`config.mk`:
```
export PLATFORM = sky130hd
export DESIGN_NAME = muldiv_ctrl
export DESIGN_NICKNAME = d
export VERILOG_FILES = /design/src/rtl/muldiv_ctrl.sv
export SDC_FILE = /design/constraint.sdc
export NUM_CORES = 2
export LEC_CHECK = 0
export BUFFER_PORTS_ARGS = -buffer_cell sky130_fd_sc_hd__buf_2
export CORE_MARGIN = 1
export CORE_UTILIZATION = 45
export DETAILED_ROUTE_END_ITERATION = 10
export PLACE_DENSITY_LB_ADDON = 0.3
export SLEW_MARGIN = 10
export SYNTH_ARGS = -nofsm -noshare
export SYNTH_HDL_FRONTEND = slang
export SYNTH_SLANG_ARGS = --single-unit
```
`constraint.sdc`:
```
create_clock -name clk_i -period 8.8 [get_ports clk_i]
set_input_delay 0.44 -clock clk_i [delete_from_list [all_inputs] [get_ports clk_i]]
set_output_delay 0.44 -clock clk_i [all_outputs]
set_load 0.1 [all_outputs]
```
`src/rtl/muldiv_ctrl.sv`:
```
// ---------------------------------------------------------------------------
// muldiv_ctrl
//   Multi-cycle multiply/divide sequencer for the EX stage. It accepts one
//   op from decode, stalls the front of the pipeline while it works, and then
//   pulses hilo_wen_o for one cycle with the 2*XLEN-bit {HI,LO} result. It is
//   the only writer of HI/LO for arithmetic ops. Accumulate ops (MADD/MSUB)
//   latch the forwarded {HI,LO} value when the op is accepted. A flush aborts
//   any op in flight without writing HI/LO.
//
//   Ports
//     clk_i          clock; all state updates on the rising edge
//     rst_i          synchronous reset, active high
//     start_i        EX holds a muldiv op (held high for the whole stall)
//     op_i           000 MULT, 001 MULTU, 010 DIV, 011 DIVU,
//                    100 MADD, 101 MADDU, 110 MSUB, 111 MSUBU
//     opa_i          rs operand (dividend / multiplicand)
//     opb_i          rt operand (divisor / multiplier)
//     flush_i        abort any op; no HI/LO write this cycle
//     hilo_rdata_i   current {HI,LO}, already forwarded
//     stall_req_o    hold IF..EX this cycle
//     busy_o         sequencer is not idle
//     hilo_wen_o     one-cycle HI/LO write strobe
//     hilo_wdata_o   {HI,LO} result; holds the last written value otherwise
// ---------------------------------------------------------------------------
module muldiv_ctrl #(
  parameter int XLEN = 32
) (
  input  logic                clk_i,
  input  logic                rst_i,
  input  logic                start_i,
  input  logic [2:0]          op_i,
  input  logic [XLEN-1:0]     opa_i,
  input  logic [XLEN-1:0]     opb_i,
  input  logic                flush_i,
  input  logic [2*XLEN-1:0]   hilo_rdata_i,
  output logic                stall_req_o,
  output logic                busy_o,
  output logic                hilo_wen_o,
  output logic [2*XLEN-1:0]   hilo_wdata_o
);

  typedef enum logic [2:0] {
    S_IDLE = 3'd0,
    S_MUL  = 3'd1,
    S_ACC  = 3'd2,
    S_DIV  = 3'd3,
    S_DONE = 3'd4
  } state_e;

  // The counter must reach XLEN: XLEN quotient-bit cycles (0..XLEN-1) are
  // followed by one cycle that converts the magnitudes to signed results.
  localparam int              CW        = $clog2(XLEN) + 1;
  localparam logic [CW-1:0]   CNT_FINAL = CW'(XLEN);

  state_e               state_q, state_d;
  logic [CW-1:0]        cnt_q, cnt_d;
  logic [2:0]           op_q, op_d;
  logic [XLEN-1:0]      a_q, a_d;
  logic [XLEN-1:0]      b_q, b_d;
  logic [2*XLEN-1:0]    acc_q, acc_d;
  logic [2*XLEN-1:0]    result_q, result_d;
  logic [2*XLEN-1:0]    last_q, last_d;
  logic [XLEN-1:0]      rem_q, rem_d;
  logic [XLEN-1:0]      quo_q, quo_d;
  logic [XLEN-1:0]      dvs_q, dvs_d;
  logic                 qneg_q, qneg_d;
  logic                 rneg_q, rneg_d;

  // Decode of the incoming op.
  logic                 in_is_div;
  logic                 in_signed;
  logic [XLEN-1:0]      abs_a;
  logic [XLEN-1:0]      abs_b;

  assign in_is_div = (op_i[2:1] == 2'b01);
  assign in_signed = ~op_i[0];
  assign abs_a     = (in_signed && opa_i[XLEN-1]) ? -opa_i : opa_i;
  assign abs_b     = (in_signed && opb_i[XLEN-1]) ? -opb_i : opb_i;

  // Multiplier: sign- or zero-extend to 2*XLEN and keep the low 2*XLEN bits,
  // which is the exact signed/unsigned product modulo 2^(2*XLEN).
  logic [2*XLEN-1:0]    ext_a;
  logic [2*XLEN-1:0]    ext_b;
  logic [2*XLEN-1:0]    product;

  assign ext_a   = op_q[0] ? {{XLEN{1'b0}}, a_q} : {{XLEN{a_q[XLEN-1]}}, a_q};
  assign ext_b   = op_q[0] ? {{XLEN{1'b0}}, b_q} : {{XLEN{b_q[XLEN-1]}}, b_q};
  assign product = ext_a * ext_b;

  // Restoring divider step. quo_q starts as the dividend magnitude; its MSB
  // is shifted into the partial remainder while quotient bits enter at the
  // LSB. One extra bit on the trial value holds the borrow.
  logic [XLEN:0]        shifted;
  logic [XLEN:0]        trial;

  assign shifted = {rem_q, quo_q[XLEN-1]};
  assign trial   = shifted - {1'b0, dvs_q};

  // NOTE: every signal written here gets its default first, so no path
  // through the case statement can leave one unassigned and infer a latch.
  always_comb begin
    state_d  = state_q;
    cnt_d    = cnt_q;
    op_d     = op_q;
    a_d      = a_q;
    b_d      = b_q;
    acc_d    = acc_q;
    result_d = result_q;
    last_d   = last_q;
    rem_d    = rem_q;
    quo_d    = quo_q;
    dvs_d    = dvs_q;
    qneg_d   = qneg_q;
    rneg_d   = rneg_q;

    unique case (state_q)
      S_IDLE: begin
        if (start_i) begin
          op_d  = op_i;
          a_d   = opa_i;
          b_d   = opb_i;
          acc_d = hilo_rdata_i;
          cnt_d = '0;
          if (in_is_div) begin
            if (opb_i == '0) begin
              // Divide by zero: HI keeps the dividend, LO is all ones.
              result_d = {opa_i, {XLEN{1'b1}}};
              state_d  = S_DONE;
            end else begin
              rem_d   = '0;
              quo_d   = abs_a;
              dvs_d   = abs_b;
              qneg_d  = in_signed & (opa_i[XLEN-1] ^ opb_i[XLEN-1]);
              rneg_d  = in_signed & opa_i[XLEN-1];
              state_d = S_DIV;
            end
          end else begin
            state_d = S_MUL;
          end
        end
      end

      S_MUL: begin
        result_d = product;
        state_d  = op_q[2] ? S_ACC : S_DONE;
      end

      S_ACC: begin
        // op bit 1 selects subtract for MSUB/MSUBU.
        result_d = op_q[1] ? (acc_q - result_q) : (acc_q + result_q);
        state_d  = S_DONE;
      end

      S_DIV: begin
        if (cnt_q == CNT_FINAL) begin
          // Quotient truncates toward zero; remainder follows the dividend.
          result_d = {rneg_q ? -rem_q : rem_q, qneg_q ? -quo_q : quo_q};
          state_d  = S_DONE;
        end else begin
          if (!trial[XLEN]) begin
            rem_d = trial[XLEN-1:0];
            quo_d = {quo_q[XLEN-2:0], 1'b1};
          end else begin
            rem_d = shifted[XLEN-1:0];
            quo_d = {quo_q[XLEN-2:0], 1'b0};
          end
          cnt_d = cnt_q + 1'b1;
        end
      end

      S_DONE: begin
        // start_i may still be high here; it is only sampled in IDLE.
        last_d  = result_q;
        state_d = S_IDLE;
      end

      default: begin
        state_d = S_IDLE;
      end
    endcase

    // Flush overrides everything: nothing is launched or committed.
    if (flush_i) begin
      state_d = S_IDLE;
      cnt_d   = '0;
      last_d  = last_q;
    end
  end

  // NOTE: sequential state uses non-blocking assignments only, so every
  // register samples the values from before this edge.
  always_ff @(posedge clk_i) begin
    if (rst_i) begin
      // NOTE: the datapath registers are reset too, because hilo_wdata_o
      // must read 0 after reset and a reset mid-op must leave nothing behind.
      state_q  <= S_IDLE;
      cnt_q    <= '0;
      op_q     <= '0;
      a_q      <= '0;
      b_q      <= '0;
      acc_q    <= '0;
      result_q <= '0;
      last_q   <= '0;
      rem_q    <= '0;
      quo_q    <= '0;
      dvs_q    <= '0;
      qneg_q   <= 1'b0;
      rneg_q   <= 1'b0;
    end else begin
      state_q  <= state_d;
      cnt_q    <= cnt_d;
      op_q     <= op_d;
      a_q      <= a_d;
      b_q      <= b_d;
      acc_q    <= acc_d;
      result_q <= result_d;
      last_q   <= last_d;
      rem_q    <= rem_d;
      quo_q    <= quo_d;
      dvs_q    <= dvs_d;
      qneg_q   <= qneg_d;
      rneg_q   <= rneg_d;
    end
  end

  // Outputs. The stall request is combinational so decode is held in the
  // same cycle the op is first presented.
  always_comb begin
    stall_req_o  = ((state_q == S_IDLE) && start_i && !flush_i) ||
                   (state_q == S_MUL) || (state_q == S_ACC) ||
                   (state_q == S_DIV);
    busy_o       = (state_q != S_IDLE);
    hilo_wen_o   = (state_q == S_DONE) && !flush_i;
    hilo_wdata_o = hilo_wen_o ? result_q : last_q;
  end

endmodule

```
Yosys cells after proc, flatten, opt, wreduce, memory -nomap -nowiden. Index checks and enable logic that the tools add are counted.

Logic and storage cells: 96. Output and inout bits: 67. Bits of input ports: 135. Bits in registers: 366.

Reductions and logical operators: 22. Equal/unequal tests: 12. Bitwise operators: 6. Muxes and demuxes: 34. $add $sub $neg: 8. Multiply operators: 1.

Operators with widths (number): $mux 64 (8); $mux 32 (13); $pmux 64 s4 (1); $neg 32->32 (4); $pmux 32 s2 (2); $add 64x64->64 (1); $mul 64x64->64 (1); $sub 64x64->64 (1); $sub 33x32->33 (1); $logic_not 32->1 (1); $mux 3 (5); $mux 6 (2); $ne 2x2->1 const B (6); $pmux 3 s4 (1); $pmux 6 s2 (1); $reduce_and 5->1 (2); $add 6x1->6 const B (1); $eq 3x2->1 const B (2); $eq 6x6->1 const B (1); $reduce_and 2->1 (3); $logic_and 1x1->1 (5); $reduce_and 4->1 (1); $reduce_bool 4->1 (1); $eq 3x1->1 const B (1); 13 further kinds (18).

Logic depth before layout (Yosys ltp).
Depth after elaboration: 7. Mapped depth: 38. Gate-level depth less buffers: 34.

Worst setup path before layout. OpenSTA, ideal clock, no wires.

Path kind: reg2reg. Start: register a_q[31]. End: register result_q[61]. Data required time: 8.726 ns. Setup time: 0.074 ns. Data arrival time: 9.026 ns. Buffers on the path: 3. Path slack: -0.300 ns. Clock period less this slack: 9.100 ns. Cell stages (with the launch flop): 34. Path through: dfxtp_1 nor2b_1 clkbuf_1 clkbuf_1 nand2_1 fa_1 inv_1 fa_1 fa_1 inv_1 fa_1 inv_1 fa_1 fa_1 fa_1 fa_1 fa_1 inv_1 fa_1 inv_1 ha_1 clkbuf_1 a21o_1 a21o_1 a21oi_1 nor2b_1 o21a_1 o21ai_0 nand2b_1 a21oi_1 o31ai_1 mux2i_1 nand2_1 a31oi_1.

Cells in the longest elaborated chain, start to end: 3.

Ends and longest elaborated chain: start, declared (RTL line 58) `logic [XLEN-1:0] a_q, a_d;`; start signal, assigned (RTL line 199) `a_q <= '0;`; start signal, assigned (RTL line 213) `a_q <= a_d;`; $mux 64 (RTL line 86) `assign ext_a = op_q[0] ? {{XLEN{1'b0}}, a_q} : {{XLEN{a_q[XLEN-1]}}, a_q};`; $mul 64x64->64 (RTL line 88) `assign product = ext_a * ext_b;`; $pmux 64 s4 (RTL line 116) `unique case (state_q)`; end signal, assigned (RTL line 216) `result_q <= result_d;`; end, declared (RTL line 61) `logic [2*XLEN-1:0] result_q, result_d;`.

Every way passes these cells. A chain may end at the register's enable or synchronous reset.

Worst setup path after layout.
Start: register a_q[31]. End: register result_q[63].

The elaborated chain is that of the path after synthesis.

==> reports/metrics.cfg <==
[placed_design]
gp_congestion=0.970
port_buffers=201
hpwl_mm=192
placed_area_um2=78000
dp_slack_ns=-0.395
dp.cells=10600

[synth]
synth_ff_type=dfxtp_1
syn_area_per_cell_um2=8.68
synth.most_common_cell=inv_1
ys_top_cells_by_count=inv_1, fa_1, nand2_1
synth.top_cell.area_share_pct=39.7
yosysWarnings=0
synth_nets=10200
synth_top_area_cell=fa_1
synthTopCellsByArea=fa_1, dfxtp_1, inv_1, ha_1, nand2_1
mappedNetlistArea_um2=71700
synth-edff-count=0
async_flop_share_pct=0
yosysSeqAreaShare_pct=10.2
synth_cell_types=82
ys_ff_latch=366
syn-instance-count=8255

[clocking]
cts_num_sinks=366
h-tree-depth=2
clock_path_buffers=3
cts_root_buf=clkbuf_16
clock_latency_ns=0.62
cts_tree=built
cts-buffers-inserted=40
clk_pin_slew_ns=0.07

[critical_path]
worst-endpoint-required_ns=9.27
crit_path_max_incr_delay_ns=0.60
end_kind=flip-flop
r2r_start=a_q[31]$_SDFFE_PP0P_
cp_slowest_cell=fa_1
crit_buf_inv=6
worstRegToRegCells=30
r2r_end=result_q[63]$_SDFFE_PP0P_
arrival_ns=9.25
critPathLaunchType=flip-flop
critPathTopFamily=adder cells
ff2ff_setup_slack_ns=0.02
crit_path_frequent_cell=fa_1
path_class=reg -> reg
cp_max_fo=5

[routing]
num_vias=57500
drt_iter0_markers=4303
postRouteAntennaNets=0
avgViaCountPerCell=5.39
wire_per_inst_um=21.3
first_pass_iters=6
wl_mm=227
drcViolationCount=0

[floorplan]
core_area_um2=158000
start_util_pct=45.3
ios=202
rows=146
die_h_um=401
die-area_um2=161000
die_w_um=401

[power_and_ir_drop]
p_per_area_nw_per_um2=144
power_mw=11.6
power_leakage_nw=39.2
ir_drop_v=0.000256

[sta]
fmaxAchievable_mhz=114
setup_slack_ns=0.0204
holdWs_ns=0.0677
maxSlewViolCount=0
setup_viol=0
slew_headroom_pct=16.5
period_share_pct=99.8
rsz0062_at_grt=yes
period_needed_ns=8.78
tightest_slew_ns=1.25
final-hold-violation-count=0
skew_ns=0.0441

[finish]
area_delta_synth_final_pct=12.9
fillers=14800
fin_nets=10500
stdcell_count=10700
final_cell_area_um2=80900
drive_gt1_share_pct=13.0

[worst_hold_path]
hold_path_class=in -> reg
worstHoldPathCells=3
hold_start=hilo_rdata_i[12]
holdPathEnd=acc_q[12]$_SDFFE_PP0P_

[grt]
grt_pass1_vias=60600
grt_use_total_pct=28.5
grt_pass1_wl_mm=357
grt_start_max_net_pins=113
grt_overflow_total=0
antenna_found_initial=19

[run]
max_cap_violations=0

[run_status]
status=complete, no violations

-- cell type report --
| type | count | area [µm²] | share of cell area, % |
|---|---|---|---|
| Multi-Input combinational cell | 5821 | 57600 | 71.1 |
| Clock buffer | 51 | 1130 | 1.40 |
| Inverter | 1625 | 6100 | 7.54 |
| Timing Repair Buffer | 700 | 5860 | 7.25 |
| Antenna cell | 8 | 20.0 | 0.0247 |
| Tap cell | 2072 | 2590 | 3.20 |
| Clock inverter | 22 | 260 | 0.322 |
| Sequential cell | 366 | 7370 | 9.11 |
-- logic make-up (layout without fill, tap and decap cells) --
| family | count (synthesis) | count (layout) | synth area share, % |
|---|---|---|---|
| AND/OR/NAND/NOR | 2377 | 2377 | 15.9 |
| adder cells (fa/ha/maj) | 1835 | 1835 | 46.9 |
| XOR/XNOR | 379 | 379 | 4.64 |
| multiplexers | 106 | 106 | 1.65 |
| AO/OA/AOI/OAI | 1124 | 1124 | 9.77 |
| buffers and inverters | 2068 | 2398 | 10.9 |
| flip-flops | 366 | 366 | 10.2 |
| other | 0 | 8 | 0 |
-- state kept, by name (all words and copies together), names as in the netlist --
signal	count
quo_q	32
op_q	3
last_q	64
qneg_q	1
state_q	3
rem_q	32
dvs_q	32
b_q	32
a_q	32
result_q	64
rneg_q	1
cnt_q	6
acc_q	64
-- worst max path at each step --
| stage | startpoint | to | slack (ns) | cells after the start |
|---|---|---|---|---|
| finish | a_q[31]$_SDFFE_PP0P_ | result_q[63]$_SDFFE_PP0P_ | 0.02 | 30 |
| global route | a_q[31]$_SDFFE_PP0P_ | result_q[63]$_SDFFE_PP0P_ | -0.31 | 30 |
| CTS | b_q[31]$_SDFFE_PP0P_ | result_q[63]$_SDFFE_PP0P_ | 0.002 | 33 |
| detailed placement | a_q[17]$_SDFFE_PP0P_ | result_q[57]$_SDFFE_PP0P_ | -0.40 | 31 |
| global placement | a_q[31]$_SDFFE_PP0P_ | result_q[63]$_SDFFE_PP0P_ | -0.22 | 31 |
| floorplan | a_q[31]$_SDFFE_PP0P_ | result_q[55]$_SDFFE_PP0P_ | 0.03 | 32 |
-- tightest hold or removal path: stages --
cell and delay [ns]:
buf_2 0.09, nand2_1 0.05, a21oi_1 0.05
-- layer usage --
layer / track usage [%] / vias to the layer above / wire length [µm] / share of wire [%]
met2: 44.4 / 2109 / 101000 / 45
li1: - / 26000 / - / -
met4: 8.66 / 22 / 8160 / 3.6
met3: 5.00 / 370 / 18100 / 8.0
met5: 0 / - / 138 / 0.061
met1: 40.2 / 29000 / 99400 / 44
-- what timing repair did --
action | 4_1_cts | 5_1_grt
gates cloned | 0 | 2
setup endpoints to repair | 20 | 26
pin swaps | 41 | 119
buffers inserted | 7 | 26
gates resized for setup | 83 | 222
hold buffers | 0 | 0
-- cell usage in the layout, fill, tap and decap left out, types with 19 or more instances in the layout --
cell,count
a221oi_1,19
ha_1,391
o31ai_1,30
or3_1,26
inv_2,31
a211oi_1,64
dfxtp_2,20
xor2_1,120
nor2_1,312
a31oi_1,28
clkbuf_16,44
buf_2,200
nor2b_1,85
o21ai_0,180
dfxtp_1,341
o211ai_1,40
buf_4,398
o41ai_1,21
a21o_1,95
nand2b_1,34
a21oi_2,19
nand4_1,40
o21a_1,27
and2_1,589
nor3_1,86
nand3_1,43
a21oi_1,419
buf_6,19
fa_1,1366
mux2_2,65
o21bai_1,31
fa_2,55
nand2_1,1030
xnor2_1,250
buf_12,79
inv_1,1594
mux2i_1,38
-- per-stage QoR --
step / TNS, ns / utilization (%)
3_5_place_dp: -3.30 / 49.3
3_3_place_gp: -1.57 / 49.3
2_1_floorplan: 0 / -
4_1_cts: 0 / 50.5
5_1_grt: -2.27 / 51.1
6_report: 0 / 51.1
-- power by group --
group	internal, mW	switching [mW]	leakage (nW)
Clock	1.04	0.829	0.672
Sequential	1.74	0.109	3.00
Combinational	3.29	4.61	35.5
Note: power is estimated with default switching activity, not from simulation.
